$ cat src/rtl/gray_count_sequencer_pkg.sv
// Shared state encodings, rate-select shift factor and counter-width helpers
// for the Gray counter mode sequencer.
package gray_count_sequencer_pkg;

  typedef enum logic [1:0] {
    ST_STOP  = 2'd0,
    ST_STEP  = 2'd1,
    ST_RUN   = 2'd2,
    ST_BURST = 2'd3
  } seq_state_t;

  // Each rate_sel step multiplies the tick period by 1 << RATE_SHIFT.
  localparam int RATE_SHIFT = 2;

  function automatic int width_for(input longint unsigned max_val);
    int w;
    w = 1;
    for (int i = 1; i < 64; i++) begin
      if (max_val >= (64'd1 << i)) w = i + 1;
    end
    return w;
  endfunction

  // Slowest rate_sel gives a period of 64*BASE_DIV, so the prescaler must hold 64*BASE_DIV-1.
  function automatic int prescale_width(input longint unsigned base_div);
    return width_for((base_div << (3 * RATE_SHIFT)) - 1);
  endfunction

endpackage

$ cat src/rtl/gray_tick_prescaler.sv
// Free-running tick prescaler; period BASE_DIV << (RATE_SHIFT*rate_sel), combinational tick.
// Latency: tick is asserted in the cycle the count reaches period-1; no backpressure.
module gray_tick_prescaler
  import gray_count_sequencer_pkg::*;
#(
  parameter int unsigned BASE_DIV   = 50_000_000,
  parameter int          PRESCALE_W = 32
) (
  input  logic       clk,
  input  logic       rst,
  input  logic       clear,
  input  logic       run,
  input  logic [1:0] rate_sel,
  output logic       tick
);

  logic [PRESCALE_W-1:0] cnt;
  logic [PRESCALE_W-1:0] period_m1;
  logic [2:0]            shamt;
  logic                  due;

  assign shamt     = 3'(RATE_SHIFT) * 3'(rate_sel);
  assign period_m1 = (PRESCALE_W'(BASE_DIV) << shamt) - PRESCALE_W'(1);
  // >= rather than == so a shorter period selected mid-count fires at once.
  assign due       = (cnt >= period_m1);
  assign tick      = run & due;

  always_ff @(posedge clk or negedge rst) begin
    if (!rst) begin
      cnt <= '0;
    end else if (clear) begin
      cnt <= '0;
    end else if (run) begin
      cnt <= due ? '0 : cnt + PRESCALE_W'(1);
    end
  end

endmodule

$ cat src/rtl/gray_count_sequencer.sv
// Mode sequencer (STOP/STEP/RUN/BURST) driving the Gray counter's enable and clear.
// Outputs registered, one cycle after the sampled pulse/tick; idle return to STOP under GRAY_SEQ_IDLE_TIMEOUT_EN.
module gray_count_sequencer
  import gray_count_sequencer_pkg::*;
#(
  parameter int unsigned BASE_DIV   = 50_000_000,
  parameter int          PRESCALE_W = 32,
  parameter int unsigned BURST_LEN  = 16,
  parameter int          BURST_W    = 8,
  parameter int unsigned TIMEOUT    = 500_000_000
) (
  input  logic       clk,
  input  logic       rst,
  input  logic       mode_pulse,
  input  logic       step_pulse,
  input  logic [1:0] rate_sel,
  output logic       cnt_en,
  output logic       cnt_clr,
  output logic [1:0] mode,
  output logic       busy
);

  seq_state_t         state, state_nxt;
  logic [BURST_W-1:0] burst_cnt, burst_cnt_nxt;
  logic               en_nxt, clr_nxt;
  logic               tick, presc_clear, presc_run;
  logic               timeout_hit;

  assign presc_run   = (state == ST_RUN) || (state == ST_BURST);
  assign presc_clear = (state_nxt != state);

  gray_tick_prescaler #(
    .BASE_DIV   (BASE_DIV),
    .PRESCALE_W (PRESCALE_W)
  ) u_prescaler (
    .clk      (clk),
    .rst      (rst),
    .clear    (presc_clear),
    .run      (presc_run),
    .rate_sel (rate_sel),
    .tick     (tick)
  );

`ifdef GRAY_SEQ_IDLE_TIMEOUT_EN
  localparam int IDLE_W = width_for(TIMEOUT);
  logic [IDLE_W-1:0] idle_cnt;

  assign timeout_hit = (idle_cnt == IDLE_W'(TIMEOUT - 1));

  always_ff @(posedge clk or negedge rst) begin
    if (!rst) begin
      idle_cnt <= '0;
    end else if (state != ST_STEP || state_nxt != ST_STEP || step_pulse) begin
      idle_cnt <= '0;
    end else begin
      idle_cnt <= idle_cnt + IDLE_W'(1);
    end
  end
`else
  logic unused_timeout;
  assign unused_timeout = (TIMEOUT != 0);
  assign timeout_hit    = 1'b0;
`endif

  // mode_pulse always takes priority, so a coincident step or due tick is dropped.
  always_comb begin
    state_nxt     = state;
    burst_cnt_nxt = burst_cnt;
    en_nxt        = 1'b0;
    clr_nxt       = 1'b0;
    case (state)
      ST_STOP: begin
        if (mode_pulse)      state_nxt = ST_STEP;
        else if (step_pulse) clr_nxt   = 1'b1;
      end
      ST_STEP: begin
        if (mode_pulse)       state_nxt = ST_RUN;
        else if (step_pulse)  en_nxt    = 1'b1;
        else if (timeout_hit) state_nxt = ST_STOP;
      end
      ST_RUN: begin
        if (mode_pulse) begin
          state_nxt     = ST_BURST;
          burst_cnt_nxt = '0;
        end else if (tick) begin
          en_nxt = 1'b1;
        end
      end
      ST_BURST: begin
        if (mode_pulse) begin
          state_nxt = ST_STOP;
        end else if (tick) begin
          en_nxt        = 1'b1;
          burst_cnt_nxt = burst_cnt + BURST_W'(1);
          if (burst_cnt_nxt == BURST_W'(BURST_LEN)) state_nxt = ST_STEP;
        end
      end
      default: state_nxt = ST_STOP;
    endcase
  end

  always_ff @(posedge clk or negedge rst) begin
    if (!rst) begin
      state     <= ST_STOP;
      burst_cnt <= '0;
      cnt_en    <= 1'b0;
      cnt_clr   <= 1'b0;
      busy      <= 1'b0;
    end else begin
      state     <= state_nxt;
      burst_cnt <= burst_cnt_nxt;
      cnt_en    <= en_nxt;
      cnt_clr   <= clr_nxt;
      busy      <= (state_nxt == ST_RUN) || (state_nxt == ST_BURST);
    end
  end

  assign mode = state;

endmodule

$ cat config.mk
export PLATFORM = sky130hd
export DESIGN_NAME = gray_count_sequencer
export DESIGN_NICKNAME = d
export VERILOG_FILES = /design/src/rtl/gray_count_sequencer_pkg.sv /design/src/rtl/gray_tick_prescaler.sv /design/src/rtl/gray_count_sequencer.sv
export SDC_FILE = /design/constraint.sdc
export NUM_CORES = 1
export LEC_CHECK = 0
export ABC_AREA = 1
export ABC_CLOCK_PERIOD_IN_PS = 2300
export CORE_MARGIN = 2
export CORE_UTILIZATION = 45
export CTS_CLUSTER_SIZE = 8
export DETAILED_ROUTE_END_ITERATION = 12
export HOLD_SLACK_MARGIN = 0.03
export PLACE_DENSITY = 0.66
export SYNTH_ARGS = -nofsm -noshare
export SYNTH_HDL_FRONTEND = slang
export SYNTH_SLANG_ARGS = --single-unit
$ cat constraint.sdc
create_clock -name clk -period 2.3 [get_ports clk]
set_clock_uncertainty 0.1 [all_clocks]
set_input_delay 0.46 -clock clk [delete_from_list [all_inputs] [get_ports clk]]
set_output_delay 0.46 -clock clk [all_outputs]
set_load 0.005 [all_outputs]
==> impl_metrics.env <==
export IMPL_outcome="finished, final reports clean"
export IMPL_synth_seq_cells=45
export IMPL_initial_core_util_pct=45.7
export IMPL_cp_required_ps=2400
export IMPL_synth_top_family_by_area="simple AND/OR/NAND/NOR gates"
export IMPL_rows=31
export IMPL_dp_slack_ps=-834
export IMPL_cts_hold_buf=0
export IMPL_r2r_end="u_prescaler.cnt[22]"
export IMPL_max_freq_mhz=441
export IMPL_clock_sinks=45
export IMPL_muxShareOfSynthArea_pct=0
export IMPL_r2r_worst_path_cells=12
export IMPL_crit_type="in2reg"
export IMPL_grt_first_pass_wirelength_um=13700
export IMPL_synth_xor_area_share_pct=3.22
export IMPL_cp_slowest_cell="ha_1"
export IMPL_yosys_warnings=0
export IMPL_maxSlewViolCount=0
export IMPL_die_h_um=89.2
export IMPL_place_gp_congestion=0.827
export IMPL_holdCritPathClass="in2async"
export IMPL_use_met2_pct=34.9
export IMPL_drt_iter0_drc=165
export IMPL_netlist_instances=446
export IMPL_track_usage_pct=22.0
export IMPL_clkTransAtPathRegs_ps=90
export IMPL_clockBufferDepth=2
export IMPL_grt_met1_usage_pct=32.2
export IMPL_crit_path_frequent_cell="nor2_1"
export IMPL_slowest_delay_ps=270
export IMPL_globalRouteOverflowTotal=0
export IMPL_vdd_drop_max_mv=0.396
export IMPL_die_area_um2=7950
export IMPL_grt_busiest_layer="met2"
export IMPL_post_drt_via_cell_ratio=5.07
export IMPL_layout_commonest_cell="nand2_1"
export IMPL_pwr_density_cell_nw_per_um2=478
export IMPL_die_x_um=89.2
export IMPL_synthSimpleGateAreaFrac_pct=37.4
export IMPL_crit_chain="buf_8, clkinvlp_4, ha_4, ha_1, nand2_1, nor2_1, nand2_1, nor2_1, nand2_2, nand2_4, nand2_4, o21bai_4, buf_12, clkbuf_16, nor2_1"
export IMPL_grt_max_degree=25
export IMPL_cap_viol_max_count=0
export IMPL_finalHoldViolCount=0
export IMPL_antenna_found_initial=0
export IMPL_routedWlPerCell_um=13.6
export IMPL_numCtsBuffers=5
export IMPL_drive_above_1_share_pct=21.4
export IMPL_rr_startpoint="u_prescaler.cnt[30]"
export IMPL_fillers=703
export IMPL_finalNonFillerCells=580
export IMPL_dp_hpwl_um=5610
export IMPL_synth_compound_area_share_pct=6.17
export IMPL_grt_pass1_vias=2867
export IMPL_n_antenna_cell=0
export IMPL_tns_ps=0
export IMPL_syn_nets=480
export IMPL_dpl_cell_count=566
export IMPL_fp_coreArea_um2=7140
export IMPL_gr_usage_met3_pct=2.59
export IMPL_crit_fanout=6
export IMPL_rsz0062_at_grt="true"
export IMPL_worst_r2r_setup_slack_ps=120
export IMPL_drt_first_pass_iters=4
export IMPL_leakagePower_nw=1.88
export IMPL_clk_latency_ps=300
export IMPL_worst_slack_ps=32.4
export IMPL_fin_crit_ps=2270
export IMPL_setup_viol=0
export IMPL_area_delta_synth_final_pct=24.3
export IMPL_tritoncts="done"
export IMPL_timing_slew_headroom_pct=63.4
export IMPL_fin_hold_ws_ps=37.4
export IMPL_startpoint_type="input pin"
export IMPL_cp_arrival_ps=2370
export IMPL_clockRootBuffer="clkbuf_8"
export IMPL_htreeDepth=2
export IMPL_synth_adder_area_share_pct=10.7
export IMPL_end_kind="flip-flop"
export IMPL_port_buffers=10
export IMPL_syn_area_um2=3260
export IMPL_syn_area_per_cell_um2=7.32
export IMPL_nNetsFinal=514
export IMPL_synth_distinct_cells=33
export IMPL_io_pins=11
export IMPL_synth_seq_area_share_pct=34.5
export IMPL_layout_common_cells="94 x nand2_1, 59 x nor2_1, 45 x dfrtp_1"
export IMPL_num_vias=2940
export IMPL_drtAntennaViolNets=0
export IMPL_p_total_w=0.00194
export IMPL_drc=0
export IMPL_wirelength_um=7890
export IMPL_tightest_slew_ps=548
export IMPL_fin_crit_sh_pct=98.6
-- layer usage --
metal	vias to the layer above	wire, µm
met1	1359	3820
li1	1509	-
met5	-	0
met3	12	312
met4	0	135
met2	60	3620
-- metrics by stage --
stage	utilization [%]	area, µm²
floorplan	-	3300
global placement	51.2	3660
detailed placement	51.2	3660
CTS	54.7	3900
global route	56.9	4060
finish	56.9	4060
-- worst max-delay path by stage --
stage          slack (ps)                  end         from
2_1_floorplan         -50         burst_cnt[4]  rate_sel[1]
3_3_place_gp         -800  u_prescaler.cnt[27]  rate_sel[1]
3_5_place_dp         -830  u_prescaler.cnt[25]  rate_sel[1]
4_1_cts                 3  u_prescaler.cnt[11]  rate_sel[1]
5_1_grt               -60  u_prescaler.cnt[12]  rate_sel[1]
6_report               30  u_prescaler.cnt[22]  rate_sel[1]
-- cells by family after synthesis --
group                      count (synthesis)
and+or+nand+nor                          267
buffers and inverters                     59
DFF                                       45
AOI/OAI and AO/OA                         33
adders and majority gates                 28
xor gates and xnor gates                  12
other                                      2
-- layout make-up --
cell class	instances	area (µm²)	share of cell area (%)
flip-flops and latches	45	1130	27.8
multi-input cells	342	2070	51.1
clock buffers	6	72.6	1.79
inverters	49	193	4.75
well taps	99	124	3.05
clock inverters	2	38.8	0.956
repair buffers	37	430	10.6
-- synth_stat cells, drive strengths merged --
cell / number / area (µm²)
nand2: 104 / 400
nor2: 83 / 352
inv: 49 / 184
dfrtp: 45 / 1130
nand3: 44 / 225
ha: 28 / 350
nand4: 15 / 115
o21ai: 15 / 75.1
a21oi: 10 / 50.1
buf: 9 / 63.8
xor2: 9 / 78.8
nor3: 8 / 40.0
or2: 7 / 43.8
o21bai: 5 / 52.6
nand3b: 4 / 30.0
xnor2: 3 / 26.3
a21o: 2 / 15.0
conb: 2 / 7.51
and2: 1 / 6.26
clkbuf: 1 / 3.75
o2111ai: 1 / 8.76
or3b: 1 / 8.76
-- what timing repair did --
item,4_1_cts,5_1_grt
pin swaps,14,8
gates resized for setup,30,37
cloned,1,3
setup endpoints to repair,43,43
buffers inserted,4,1
-- power breakdown --
part | total (W) | internal [W] | switching [W]
sequential | 0.000891 | 0.000840 | 0.0000507
combinational | 0.000422 | 0.000185 | 0.000237
clock | 0.000628 | 0.000327 | 0.000301
-- worst max-delay path, delay by kind of cell --
kind                       cells  cell delay, ps
and+or+nand+nor                8             740
adders and majority gates      2             520
buffers and inverters          4             480
AOI/OAI and AO/OA              1             160
-- registers in the layout (all words and copies together), names as in the netlist --
name and count:
burst_cnt 8, u_prescaler.cnt 32, busy 1, cnt_clr 1
cnt_en 1, mode 2
Power figures use the tool's default switching activity.
